### config.mk
export PLATFORM = sky130hd
export DESIGN_NAME = alu_op_sequencer
export DESIGN_NICKNAME = d
export VERILOG_FILES = /design/src/rtl/alu_seq_pkg.sv /design/src/rtl/alu_seq_regfile.sv /design/src/rtl/alu_op_sequencer.sv
export SDC_FILE = /design/constraint.sdc
export NUM_CORES = 1
export LEC_CHECK = 0
export BUFFER_PORTS_ARGS = -buffer_cell sky130_fd_sc_hd__buf_2
export CELL_PAD_IN_SITES_DETAIL_PLACEMENT = 0
export CELL_PAD_IN_SITES_GLOBAL_PLACEMENT = 1
export CORE_MARGIN = 3
export CORE_UTILIZATION = 45
export DETAILED_ROUTE_END_ITERATION = 8
export MAX_ROUTING_LAYER = met4
export PLACE_DENSITY_LB_ADDON = 0.1
export SYNTH_ARGS = -nofsm -noshare
export SYNTH_HDL_FRONTEND = slang
export SYNTH_SLANG_ARGS = --single-unit
### constraint.sdc
create_clock -name clk -period 3.33 [get_ports clk]
set_clock_uncertainty 0.15 [all_clocks]
set_input_delay 0.333 -clock clk [delete_from_list [all_inputs] [get_ports clk]]
set_output_delay 0.333 -clock clk [all_outputs]
set_load 0.05 [all_outputs]
### src/rtl/alu_seq_pkg.sv
// rtl/alu_seq_pkg.sv - shared constants, ALU opcodes and FSM state type for the ALU op sequencer
package alu_seq_pkg;
    localparam int DATA_W = 4;
    localparam int REG_AW = 3;
    localparam int NREG   = 8;

    localparam logic [2:0] ALU_ADD = 3'b000;
    localparam logic [2:0] ALU_SUB = 3'b001;
    localparam logic [2:0] ALU_NOT = 3'b010;
    localparam logic [2:0] ALU_AND = 3'b011;
    localparam logic [2:0] ALU_OR  = 3'b100;
    localparam logic [2:0] ALU_XOR = 3'b101;
    localparam logic [2:0] ALU_GT  = 3'b110;
    localparam logic [2:0] ALU_EQL = 3'b111;

    typedef enum logic [1:0] {
        IDLE = 2'd0,
        EXEC = 2'd1,
        RESP = 2'd2
    } seq_state_t;
endpackage

### src/rtl/alu_seq_regfile.sv
// rtl/alu_seq_regfile.sv - register file with two operand read ports, debug read port, r0 hardwired to zero
module alu_seq_regfile #(
    parameter int DATA_W = 4,
    parameter int NREG   = 8,
    parameter int REG_AW = 3
) (
    input  logic              clk,
    input  logic              rst_n,
    input  logic [REG_AW-1:0] ra_addr,
    output logic [DATA_W-1:0] ra_data,
    input  logic [REG_AW-1:0] rb_addr,
    output logic [DATA_W-1:0] rb_data,
    input  logic [REG_AW-1:0] dbg_addr,
    output logic [DATA_W-1:0] dbg_data,
    input  logic              we,
    input  logic [REG_AW-1:0] wr_addr,
    input  logic [DATA_W-1:0] wr_data
);
    logic [DATA_W-1:0] mem [NREG];

    // r0 is never written, so its storage stays at the cleared value of zero
    always_ff @(posedge clk) begin
        if (!rst_n) begin
            for (int i = 0; i < NREG; i++) begin
                mem[i] <= '0;
            end
        end else if (we && (wr_addr != '0)) begin
            mem[wr_addr] <= wr_data;
        end
    end

    assign ra_data  = mem[ra_addr];
    assign rb_data  = mem[rb_addr];
    assign dbg_data = mem[dbg_addr];
endmodule

### src/rtl/alu_op_sequencer.sv
// rtl/alu_op_sequencer.sv - issue stage: command accept, operand fetch, ALU drive, result capture and write-back
module alu_op_sequencer #(
    parameter int DATA_W = 4,
    parameter int NREG   = 8,
    parameter int REG_AW = 3
) (
    input  logic              clk,
    input  logic              rst_n,
    input  logic              cmd_valid,
    output logic              cmd_ready,
    input  logic [2:0]        cmd_op,
    input  logic [REG_AW-1:0] cmd_ra,
    input  logic [REG_AW-1:0] cmd_rb,
    input  logic [REG_AW-1:0] cmd_rd,
    input  logic              cmd_imm_en,
    input  logic [DATA_W-1:0] cmd_imm,
    output logic [DATA_W-1:0] alu_a,
    output logic [DATA_W-1:0] alu_b,
    output logic [2:0]        alu_s,
    input  logic [DATA_W-1:0] alu_y,
    output logic              res_valid,
    input  logic              res_ready,
    output logic [DATA_W-1:0] res_data,
    output logic [REG_AW-1:0] res_rd,
    input  logic [REG_AW-1:0] dbg_addr,
    output logic [DATA_W-1:0] dbg_data
);
    import alu_seq_pkg::*;

    seq_state_t        state;
    logic [REG_AW-1:0] rd_q;
    logic [DATA_W-1:0] ra_data;
    logic [DATA_W-1:0] rb_data;
    logic              wb_en;

    assign wb_en = (state == EXEC);

    alu_seq_regfile #(
        .DATA_W (DATA_W),
        .NREG   (NREG),
        .REG_AW (REG_AW)
    ) u_regfile (
        .clk      (clk),
        .rst_n    (rst_n),
        .ra_addr  (cmd_ra),
        .ra_data  (ra_data),
        .rb_addr  (cmd_rb),
        .rb_data  (rb_data),
        .dbg_addr (dbg_addr),
        .dbg_data (dbg_data),
        .we       (wb_en),
        .wr_addr  (rd_q),
        .wr_data  (alu_y)
    );

    // Operands are fetched at accept time; the previous write-back has already
    // landed by then, so the registered ALU inputs always see current values.
    always_ff @(posedge clk) begin
        if (!rst_n) begin
            state     <= IDLE;
            cmd_ready <= 1'b1;
            res_valid <= 1'b0;
            res_data  <= '0;
            res_rd    <= '0;
            rd_q      <= '0;
            alu_a     <= '0;
            alu_b     <= '0;
            alu_s     <= ALU_ADD;
        end else begin
            case (state)
                IDLE: begin
                    if (cmd_valid) begin
                        state     <= EXEC;
                        cmd_ready <= 1'b0;
                        rd_q      <= cmd_rd;
                        alu_a     <= ra_data;
                        alu_b     <= cmd_imm_en ? cmd_imm : rb_data;
                        alu_s     <= cmd_op;
                    end
                end
                EXEC: begin
                    state     <= RESP;
                    res_valid <= 1'b1;
                    res_data  <= alu_y;
                    res_rd    <= rd_q;
                    alu_a     <= '0;
                    alu_b     <= '0;
                    alu_s     <= ALU_ADD;
                end
                RESP: begin
                    if (res_ready) begin
                        state     <= IDLE;
                        res_valid <= 1'b0;
                        cmd_ready <= 1'b1;
                    end
                end
                default: begin
                    state     <= IDLE;
                    cmd_ready <= 1'b1;
                    res_valid <= 1'b0;
                end
            endcase
        end
    end
endmodule

==> impl_metrics.json, run 1 <==
{
  "outcome": "completed",
  "wl_per_cell_um": 17.3,
  "dp.cells": 367,
  "grtUsageTotal_pct": 19.4,
  "irDropWorstVdd_mv": 0.280,
  "maxSlewHeadroom_pct": 56.8,
  "setup_viol": 0,
  "grt_max_degree": 21,
  "core_um2": 6390,
  "drc": 0,
  "hold_viol_final": 0,
  "cp_max_fo": 3,
  "dp_hpwl_um": 5060,
  "crit_type": "reg -> out",
  "ys_ff_latch": 57,
  "p_leak_nw": 1.41,
  "diodes": 0,
  "syn_avg_cell_area_um2": 11.9,
  "yosysSeqAreaShare_pct": 48.9,
  "reg2reg_to": "u_regfile.mem[1][3]$_SDFFCE_PN0P_",
  "final_cell_count_no_fill": 383,
  "crit_path_start_kind": "register",
  "cp.arrival_ns": 1.75,
  "cts_root_buf": "clkbuf_8",
  "die_x_um": 87.5,
  "post_cts_buffers": 0,
  "grt_pass1_wl_um": 10600,
  "htreeDepth": 3,
  "rsz0062_at_grt": "no",
  "cts_inserted_buffers": 9,
  "io_buffers": 51,
  "wl_um": 6620,
  "dpl_cell_area_um2": 3260,
  "gr-total-overflow": 0,
  "hold_path_class": "in -> reg",
  "crit_path_start": "u_regfile.mem[2][0]$_SDFFCE_PN0P_",
  "final_area_um2": 3420,
  "drtAntennaViolNets": 0,
  "drt-initial-drc-count": 114,
  "cts.clk_slew.worst_paths_ns": 0.07,
  "num_rows": 29,
  "syn2layout_area_growth_pct": 14.5,
  "p_per_area_nw_per_um2": 470,
  "whs_ns": 0.0904,
  "vias": 2059,
  "via_per_inst": 5.38,
  "clkLatencyLatePin_ns": 0.33,
  "finalMaxSlewViolations": 0,
  "holdBufCountCts": 0,
  "maxCapViolations": 0,
  "drive_gt1_share_pct": 29.7,
  "tns_ns": 0,
  "netlist_instances": 250,
  "grt_pass1_vias": 1985,
  "worstSetupEndpointType": "output pin",
  "cts_buffer_depth": 2,
  "die_area_um2": 7650,
  "reg2reg_from": "state[0]$_SDFFE_PN0P_",
  "r2r_setup_slack_ns": 1.36,
  "reg2reg_depth": 3,
  "mostFrequentLayoutCells": "51 x buf_2, 32 x edfxtp_1, 29 x and2_1, 25 x dfxtp_1, 19 x nor2_1",
  "floorplan.initialDensity_pct": 46.8,
  "clock_sinks": 57,
  "firstDrtPassIters": 4,
  "required_ns": 2.85,
  "die_h_um": 87.5,
  "synth_cell_types": 38,
  "fin_nets": 329,
  "worst_slew_pin_slew_ns": 0.642,
  "fin_crit_ns": 2.23,
  "antenna_found_initial": 0,
  "cp-endpoint": "dbg_data[0]",
  "cts.repair.resized": 0,
  "fill_cells": 584,
  "gp_congestion": 0.842,
  "fin_crit_sh_pct": 67.0,
  "fmax_mhz": 448,
  "yosys_warnings": 0,
  "syn-cell-area_um2": 2990,
  "tritoncts": "built",
  "layout_commonest_cell": "buf_2",
  "io_pins": 52
}
==> where the power goes <==
group | switching, mW | internal, mW | total (mW)
Sequential | 0.0312 | 0.778 | 0.809
Combinational | 0.163 | 0.0980 | 0.261
Clock | 0.273 | 0.264 | 0.537
Total | 0.467 | 1.14 | 1.61
==> synthesized netlist by cell type <==
master      n  share of area [%]
edfxtp_1   32                 32
and2_1     29                6.1
dfxtp_1    25                 17
nor2_1     19                2.4
mux2i_1    18                6.0
nor2b_1    16                3.4
nand2b_1   13                2.7
mux4_2     12                9.0
mux2_2     10                3.8
nand2_1     8                1.0
a21oi_1     6                1.0
a2bb2oi_1   5                1.5
buf_2       5               0.84
a2111oi_0   4                1.2
a211oi_1    4                1.0
a32o_1      4                1.3
o211ai_1    4                1.0
o21ai_0     4               0.67
o41ai_1     4                1.2
nor3_1      3               0.50
and2b_1     2               0.50
buf_1       2               0.25
buf_4       2               0.50
clkbuf_1    2               0.25
inv_1       2               0.25
mux2_4      2                1.0
nor4_1      2               0.42
a21oi_2     1               0.29
a22oi_1     1               0.25
a2bb2oi_2   1               0.50
buf_12      1               0.67
buf_6       1               0.38
clkbuf_2    1               0.17
conb_1      1               0.13
nand3_1     1               0.17
nand4_1     1               0.21
nand4b_1    1               0.29
o21bai_1    1               0.25
==> area by class of cell <==
cell class	count	area (um^2)	area share, %
clock buffer	10	128	3.73
tap	77	96.3	2.82
timing repair buffer	51	255	7.46
multi-input combinational	180	1440	42.0
clock inverter	6	35.0	1.02
sequential	57	1460	42.7
inverter	2	7.51	0.219
==> layer usage <==
layer,vias to the layer above,GRT usage (%),part of all wire [%]
li1,1025,-,-
met4,0,7.11,1.1
met5,-,-,0
met1,972,25.4,47
met3,7,3.97,5.0
met2,55,29.9,47
==> flip-flops by register name, indices dropped and copies added, names as in the netlist <==
| register | cells |
|---|---|
| alu_a | 4 |
| alu_b | 4 |
| alu_s | 3 |
| cmd_ready | 1 |
| rd_q | 3 |
| res_data | 4 |
| res_rd | 3 |
| res_valid | 1 |
| state | 2 |
| u_regfile.mem | 32 |
==> stage by stage <==
stage | setup WS, ns | total power [mW] | util [%]
2_1_floorplan | 1.38 | 1.02 | -
3_3_place_gp | 1.23 | 1.09 | 51.0
3_5_place_dp | 1.22 | 1.09 | 51.0
4_1_cts | 1.08 | 1.62 | 53.6
5_1_grt | 1.03 | 1.68 | 53.6
6_report | 1.10 | 1.61 | 53.6
==> worst max-delay path, stage by stage (launching register included) <==
cell and delay (ns):
edfxtp_1 0.45, mux4_2 0.48, mux2_2 0.27, buf_2 0.21
==> how the worst min path moves through the flow <==
stage / start / end / slack, ns / depth (start not counted)
6_report: cmd_rd[1] / rd_q[1]$_SDFFE_PN0P_ / 0.09 / 3
5_1_grt: cmd_op[2] / alu_s[2]$_SDFFE_PN0P_ / 0.09 / 3
4_1_cts: cmd_rd[0] / rd_q[0]$_SDFFE_PN0P_ / 0.07 / 3
3_5_place_dp: alu_a[3]$_SDFFE_PN0P_ / alu_a[3]$_SDFFE_PN0P_ / 0.28 / 2
3_3_place_gp: alu_a[3]$_SDFFE_PN0P_ / alu_a[3]$_SDFFE_PN0P_ / 0.29 / 2
2_1_floorplan: alu_y[0] / res_data[0]$_SDFFE_PN0N_ / 0.33 / 2
==> cells by family after synthesis <==
group | after synthesis | share of synthesized area [%]
compound gates | 39 | 10.1
simple gates | 95 | 17.6
flops | 57 | 48.9
mux | 42 | 19.9
other cells | 1 | 0.126
buf+inv | 16 | 3.31
Power figures use the tool's default switching activity.
==> run 2: changes to the inputs <==
CORE_UTILIZATION = 44   (was 45)
clock period = 2.1 ns   (was 3.33 ns; I/O delays follow)
==> run 2 against run 1 <==
Effect of this change: combinational power rose by 78%; cell count is 6.8% higher; die area increased by 2.1%; sequential share of layout area decreased by 2.8 points; sequential power is 58% higher; critical path depth is the same; register-to-register slack got worse by 1.1 ns; clock power rose by 56%; worst hold slack worse by 0.036 ns; sequential cell count stayed put; non-clock buffer count is 26 higher.
==> impl_metrics.json, run 2 (synthesized netlist as in run 1, its figures left out) <==
{
  "outcome": "completed",
  "r2r_setup_slack_ns": 0.30,
  "irDropWorstVdd_mv": 0.453,
  "die_h_um": 88.4,
  "reg2reg_depth": 3,
  "wl_per_cell_um": 17.6,
  "required_ns": 1.74,
  "cts_inserted_buffers": 9,
  "share_comb_of_total_power_pct": 18.0,
  "antenna_found_initial": 0,
  "p_seq_share_pct": 49.6,
  "grt_max_degree": 21,
  "crit_path_start": "u_regfile.mem[2][2]$_SDFFCE_PN0P_",
  "hp-start": "rst_n",
  "floorplan.initialDensity_pct": 46.2,
  "vias": 2230,
  "p_clk_share_pct": 32.4,
  "power_switching_uw": 746,
  "top_register": "u_regfile.mem",
  "grtUsageTotal_pct": 20.9,
  "finalMaxSlewViolations": 0,
  "cp_max_fo": 3,
  "fin_nets": 355,
  "reg2reg_to": "u_regfile.mem[3][0]$_SDFFCE_PN0P_",
  "hold_viol_final": 0,
  "clkLatencyLatePin_ns": 0.33,
  "htreeDepth": 3,
  "cp-endpoint": "dbg_data[2]",
  "largest_reg_flops": 32,
  "io_pins": 52,
  "drtAntennaViolNets": 0,
  "die_area_um2": 7810,
  "cts_buffer_depth": 2,
  "mostFrequentLayoutCells": "47 x buf_2, 32 x edfxtp_1, 29 x and2_1, 25 x dfxtp_1, 21 x buf_4",
  "drive_gt1_share_pct": 33.4,
  "maxSlewHeadroom_pct": 58.0,
  "rsz0062_at_grt": "yes",
  "tritoncts": "built",
  "tns_ns": 0,
  "crit_path_start_kind": "register",
  "p_per_area_nw_per_um2": 707,
  "core_um2": 6460,
  "clock_sinks": 57,
  "num_rows": 29,
  "maxCapViolations": 0,
  "fin_crit_ns": 2.08,
  "worst_slew_pin_slew_ns": 0.629,
  "cp.arrival_ns": 1.72,
  "layout_commonest_cell": "buf_2",
  "grt_pass1_vias": 2217,
  "drt-initial-drc-count": 177,
  "p_leak_nw": 1.55,
  "grt_pass1_wl_um": 11600,
  "swShare_pct": 28.9,
  "drc": 0,
  "worstSetupEndpointType": "output pin",
  "crit_type": "reg -> out",
  "fin_crit_sh_pct": 99.3,
  "fin_ws_ns": 0.0156,
  "dp_worst_setup_slack_ns": 0.251,
  "diodes": 0,
  "intPower_mw": 1.84,
  "firstDrtPassIters": 4,
  "fill_cells": 588,
  "wl_um": 7180,
  "io_buffers": 51,
  "cts.clk_slew.worst_paths_ns": 0.07,
  "setup_viol": 0,
  "hold_path_class": "in -> reg",
  "cts_root_buf": "clkbuf_8",
  "dp_hpwl_um": 5290,
  "gr-total-overflow": 0,
  "reg2reg_from": "state[0]$_SDFFE_PN0P_",
  "gp_congestion": 0.854,
  "fmax_mhz": 480,
  "via_per_inst": 5.45,
  "die_x_um": 88.4,
  "syn2layout_area_growth_pct": 22.5
}
## run 2: cell count changes in the layout (fill, tap and decap cells not counted)
cell	previous run	this run
mux2_4	2	3
buf_2	51	47
clkbuf_1	1	0
clkinv_2	3	2
clkinv_1	1	3
buf_8	0	1
mux2_2	10	9
dlygate4sd3_1	0	5
buf_6	0	3
buf_4	0	21
## run 2: layer usage
| layer | vias to the layer above | wire length [um] | GRT usage (%) |
|---|---|---|---|
| met5 | - | 0 | - |
| met4 | 0 | 174 | 7.55 |
| met3 | 14 | 434 | 5.49 |
| met2 | 84 | 3490 | 32.6 |
| met1 | 1055 | 3080 | 26.3 |
| li1 | 1077 | - | - |
## run 2: power groups by stage
stage               logic (mW)  clock network [mW]  registers, mW
floorplan                0.248                   0           1.36
global placement         0.422                   0           1.31
detailed placement       0.423                   0           1.31
CTS                      0.453               0.871           1.28
global route             0.502               0.911           1.29
finish                   0.464               0.839           1.28
## run 2: critical path: stages (launching register included)
cell      delay (ns)
edfxtp_1        0.46
mux4_2          0.49
mux2_4          0.29
buf_8           0.15
## run 2: what timing repair did
action / 4_1_cts / 5_1_grt
cloned: 0 / 0
endpoints found under the setup margin: 4 / 4
setup buffers: 9 / 4
endpoints found under the hold margin: 5 / 0
pin swaps: 0 / 0
hold buffers: 5 / 0
resized for setup: 5 / 6
## run 2: worst min-delay path by stage
stage,endpoint,slack [ns],cells past startpoint
floorplan,res_data[0]$_SDFFE_PN0N_,0.20,2
finish,cmd_ready$_SDFFE_PN1P_,0.05,2
detailed placement,alu_a[3]$_SDFFE_PN0P_,0.28,2
global placement,alu_a[0]$_SDFFE_PN0P_,0.28,2
global route,alu_b[0]$_SDFFE_PN0P_,0.07,3
CTS,cmd_ready$_SDFFE_PN1P_,0.04,2
## run 2: area by class of cell
cell class | instances | area [um^2] | area share, %
Clock inverter | 7 | 37.5 | 1.03
Sequential cell | 57 | 1460 | 39.9
Multi-Input combinational cell | 180 | 1440 | 39.4
Clock buffer | 9 | 124 | 3.38
Inverter | 2 | 7.51 | 0.205
Timing Repair Buffer | 77 | 492 | 13.4
Tap cell | 77 | 96.3 | 2.63
## run 2: stage by stage
stage | area (um^2) | utilization (%) | std cells | hold WS, ns | power (mW)
CTS | 3610 | 55.9 | 405 | 0.0406 | 2.61
floorplan | 3000 | - | 253 | 0.204 | 1.61
finish | 3660 | 56.7 | 409 | 0.0549 | 2.59
global placement | 3320 | 51.4 | 375 | 0.279 | 1.73
detailed placement | 3320 | 51.4 | 375 | 0.283 | 1.73
global route | 3660 | 56.7 | 409 | 0.0676 | 2.70
